File: config.mk
export PLATFORM = sky130hd
export DESIGN_NAME = gesture_pio_in
export DESIGN_NICKNAME = d
export VERILOG_FILES = /design/src/rtl/gesture_pio_in.sv
export SDC_FILE = /design/constraint.sdc
export NUM_CORES = 1
export LEC_CHECK = 0
export ABC_AREA = 1
export BUFFER_PORTS_ARGS = -buffer_cell sky130_fd_sc_hd__buf_2
export CORE_MARGIN = 10
export CORE_UTILIZATION = 50
export DETAILED_ROUTE_END_ITERATION = 7
export GPL_ROUTABILITY_DRIVEN = 0
export GPL_TIMING_DRIVEN = 1
export PLACE_DENSITY = 0.71
export SETUP_SLACK_MARGIN = 0.05
export SYNTH_ARGS = -nofsm -noshare
export SYNTH_HDL_FRONTEND = slang
export SYNTH_SLANG_ARGS = --single-unit
File: constraint.sdc
create_clock -name clk -period 0.85 [get_ports clk]
set_input_delay 0.17 -clock clk [delete_from_list [all_inputs] [get_ports clk]]
set_output_delay 0.17 -clock clk [all_outputs]
set_load 0.005 [all_outputs]
File: src/rtl/gesture_pio_in.sv
// Avalon-MM input PIO for the gesture/button inputs: synchroniser, per-bit debounce,
// edge capture and a maskable level interrupt (data @0, mask @2, edge capture @3).
module gesture_pio_in #(
    parameter int WIDTH           = 4,
    parameter int EDGE_TYPE       = 0,
    parameter int DEBOUNCE_CYCLES = 0,
    parameter int SYNC_STAGES     = 2
) (
    input  logic             clk,
    input  logic             reset_n,
    input  logic [1:0]       address,
    input  logic             chipselect,
    input  logic             write_n,
    input  logic [WIDTH-1:0] writedata,
    input  logic [WIDTH-1:0] in_port,
    output logic [WIDTH-1:0] readdata,
    output logic             irq
);

    logic [SYNC_STAGES-1:0][WIDTH-1:0] r_sync;
    logic [WIDTH-1:0] w_s;
    logic [WIDTH-1:0] w_stable;
    logic [WIDTH-1:0] r_prev;
    logic [WIDTH-1:0] w_ev;
    logic [WIDTH-1:0] w_clr;
    logic [WIDTH-1:0] r_cap;
    logic [WIDTH-1:0] r_mask;
    logic [WIDTH-1:0] r_readdata;
    logic             w_wr;

    always_ff @(posedge clk or negedge reset_n) begin
        if (!reset_n) begin
            r_sync <= '0;
        end else begin
            r_sync <= {r_sync[SYNC_STAGES-2:0], in_port};
        end
    end

    assign w_s = r_sync[SYNC_STAGES-1];

    generate
        if (DEBOUNCE_CYCLES == 0) begin : g_nodb
            assign w_stable = w_s;
        end else begin : g_db
            localparam int CW = $clog2(DEBOUNCE_CYCLES + 1);
            logic [WIDTH-1:0] r_stable;
            logic [CW-1:0]    r_cnt [WIDTH];

            // A bit only follows s after D consecutive cycles of disagreement; any
            // agreement in between restarts the count.
            always_ff @(posedge clk or negedge reset_n) begin
                if (!reset_n) begin
                    r_stable <= '0;
                    for (int i = 0; i < WIDTH; i++) begin
                        r_cnt[i] <= '0;
                    end
                end else begin
                    for (int i = 0; i < WIDTH; i++) begin
                        if (w_s[i] == r_stable[i]) begin
                            r_cnt[i] <= '0;
                        end else if (r_cnt[i] == CW'(DEBOUNCE_CYCLES - 1)) begin
                            r_stable[i] <= w_s[i];
                            r_cnt[i]    <= '0;
                        end else begin
                            r_cnt[i] <= r_cnt[i] + 1'b1;
                        end
                    end
                end
            end

            assign w_stable = r_stable;
        end
    endgenerate

    always_comb begin
        w_ev = w_stable & ~r_prev;
        case (EDGE_TYPE)
            1:       w_ev = ~w_stable & r_prev;
            2:       w_ev = w_stable ^ r_prev;
            default: w_ev = w_stable & ~r_prev;
        endcase
    end

    assign w_wr  = chipselect & ~write_n;
    assign w_clr = (w_wr && address == 2'd3) ? writedata : '0;

    // A new edge in the same cycle as a clearing write keeps its capture bit.
    always_ff @(posedge clk or negedge reset_n) begin
        if (!reset_n) begin
            r_prev <= '0;
            r_cap  <= '0;
            r_mask <= '0;
        end else begin
            r_prev <= w_stable;
            r_cap  <= (r_cap & ~w_clr) | w_ev;
            if (w_wr && address == 2'd2) begin
                r_mask <= writedata;
            end
        end
    end

    always_ff @(posedge clk or negedge reset_n) begin
        if (!reset_n) begin
            r_readdata <= '0;
        end else begin
            case (address)
                2'd0:    r_readdata <= w_stable;
                2'd1:    r_readdata <= '0;
                2'd2:    r_readdata <= r_mask;
                default: r_readdata <= r_cap;
            endcase
        end
    end

    assign readdata = r_readdata;
    assign irq      = |(r_cap & r_mask);

endmodule

==> qor.yml <==
worst_pin_slew_ps: 272
synth_area_sq_um: 865
arrival_ps: 1020
area_growth_pct: 37.3
port_buffers: 18
core-area_sq_um: 1580
drt-total-wl_um: 1770
endpoint: "irq"
dpl.hpwl_um: 1320
rsz0062_at_grt: "true"
required_ps: 680
postSynthAreaPerCell_sq_um: 10.2
rows: 14
cts_inserted_buffers: 3
dr.first_iter.drc_count: 10
failed_checks: "negative setup slack"
worstSetupPathType: "flop to primary output"
grt_pass1_vias: 731
highest_layer: "met4"
yosysWarnings: 0
vias: 705
layout.nets: 142
ioPinCount: 19
yosysSeqAreaShare_pct: 69.5
leakagePower_nw: 0.637
drive_above_1_share_pct: 33.3
overflow: 0
reg2regPathDepth: 4
drtAntennaViolNets: 0
endpoint_kind: "primary output"
clk_pin_slew_worst_paths_ps: 120
critPathMaxFanout: 2
route.met3.wl_um: 150
crit_path_start: "r_cap[1]$_DFF_PN0_"
fin_crit_ps: 1190
drc: 0
finalPower_mw: 2.13
antenna_cells: 0
max_slew_margin_pct: 81.9
die_w_um: 61.6
worstSkewPairLatency_ps: 310
grt_max_degree: 15
die_h_um: 61.6
fin_worst_skew_ps: 1.15
route.met2.wl_um: 828
ys_ff_latch: 24
synthCells: 85
start_kind: "flop"
outcome: "finished, violations left"
h-tree-depth: 1
r2r_end: "readdata[0]$_DFF_PN0_"
grt_pass1_wl_um: 3110
fin_ws_ps: -345
max_freq_mhz: 837
timing.final.hold_violations: 0
setup_viol: 6
pre_cts_slack_ps: -12.1
hold_path.class: "primary input to flop"
setup_tns_ps: -860
viasPerCell: 4.96
peakVddDrop_v: 0.00146
track_usage_pct: 11.2
clock_sinks: 24
start_util_pct: 54.8
synth_cell_types: 9
maxCapViolCount: 0
syn-num-nets: 99
firstDrtPassIters: 4
r2r_start: "r_cap[0]$_DFF_PN0_"
die_area_sq_um: 3790
grt_antenna_before_repair: 0
wl_met1_um: 734
final_max_slew_viol_count: 0
cts.path.max_buffers: 2
cts_root_buffer: "clkbuf_4"
power_density_nw_per_um2: 1800
ff2ff_setup_slack_ps: -30
cts_tree: "yes"
fin_crit_sh_pct: 141
routedWlPerCell_um: 12.4
[per-layer routing]
metal	vias to the layer above	global-route usage, %
li1	349	-
met1	322	11.6
met2	27	19.3
met3	7	4.12
met4	0	5.73
met5	-	0
[synth_stat cells, drive strengths merged]
library cell / number / area [sq um]
inv: 7 / 26.3
nand4: 1 / 6.26
nand2: 38 / 145
nor2: 3 / 26.3
nand3: 12 / 60.1
dfrtp: 24 / 601
[report_power, final]
group          internal, mW  switching, mW
logic                 0.203          0.177
clock network         0.166          0.309
registers              1.24         0.0424
total                  1.61          0.528
[cell families after synthesis]
logic type / after synthesis / share of synthesized area [%]
buffers and inverters: 7 / 3.04
flip-flops: 24 / 69.5
AND/OR/NAND/NOR: 54 / 27.5
[placed cells by master, fill, tap and decap left out]
master / count
clkbuf_4: 3
nor2_4: 2
nand3_2: 1
buf_12: 1
dlygate4sd3_1: 5
nor2_1: 1
inv_1: 6
inv_2: 1
nand3_1: 11
nand2_2: 2
buf_6: 2
nand2_1: 36
dfrtp_1: 24
nand4_1: 1
buf_2: 18
buf_4: 12
[registers in the layout, summed over array words and instances, names as in the netlist]
name	count
r_sync	4
w_s	4
r_mask	4
r_cap	4
readdata	4
r_prev	4
[critical path, stage by stage, from the launching register on]
cell     delay [ps]
dfrtp_1         420
nand2_1          80
nand4_1          80
buf_2           140
[per-stage QoR]
stage          cells  hold WS (ps)  utilization [%]  instance area, sq um
6_report         142           108             75.3                  1190
5_1_grt          142           107             75.3                  1190
4_1_cts          142           101             74.4                  1170
3_5_place_dp     129          63.9             67.4                  1060
3_3_place_gp     129          52.1             67.4                  1060
2_1_floorplan     85          -126                -                   865
[layout make-up]
cell class,count,area (sq um)
clock buffer,3,22.5
tap,16,20.0
fill,114,389
timing repair buffer,38,273
inverter,7,26.3
multi-input combinational,54,245
sequential,24,601
[worst min path at each step]
| stage | end | start | slack, ps | cells after the start |
|---|---|---|---|---|
| floorplan | r_cap[0]$_DFF_PN0_ | reset_n | -130 | 0 |
| global placement | r_prev[3]$_DFF_PN0_ | reset_n | 50 | 1 |
| detailed placement | r_prev[3]$_DFF_PN0_ | reset_n | 60 | 1 |
| CTS | r_mask[1]$_DFFE_PN0P_ | writedata[1] | 100 | 3 |
| global route | r_mask[1]$_DFFE_PN0P_ | writedata[1] | 110 | 3 |
| finish | r_mask[0]$_DFFE_PN0P_ | writedata[0] | 110 | 3 |
[timing repair]
item / 4_1_cts / 5_1_grt
setup buffers: 5 / 1
endpoints found under the setup margin: 5 / 8
endpoints found under the hold margin: 28 / 0
pin swaps: 3 / 2
hold buffers: 5 / 0
gates resized for setup: 0 / 4
Note: power is estimated with default switching activity, not from simulation.
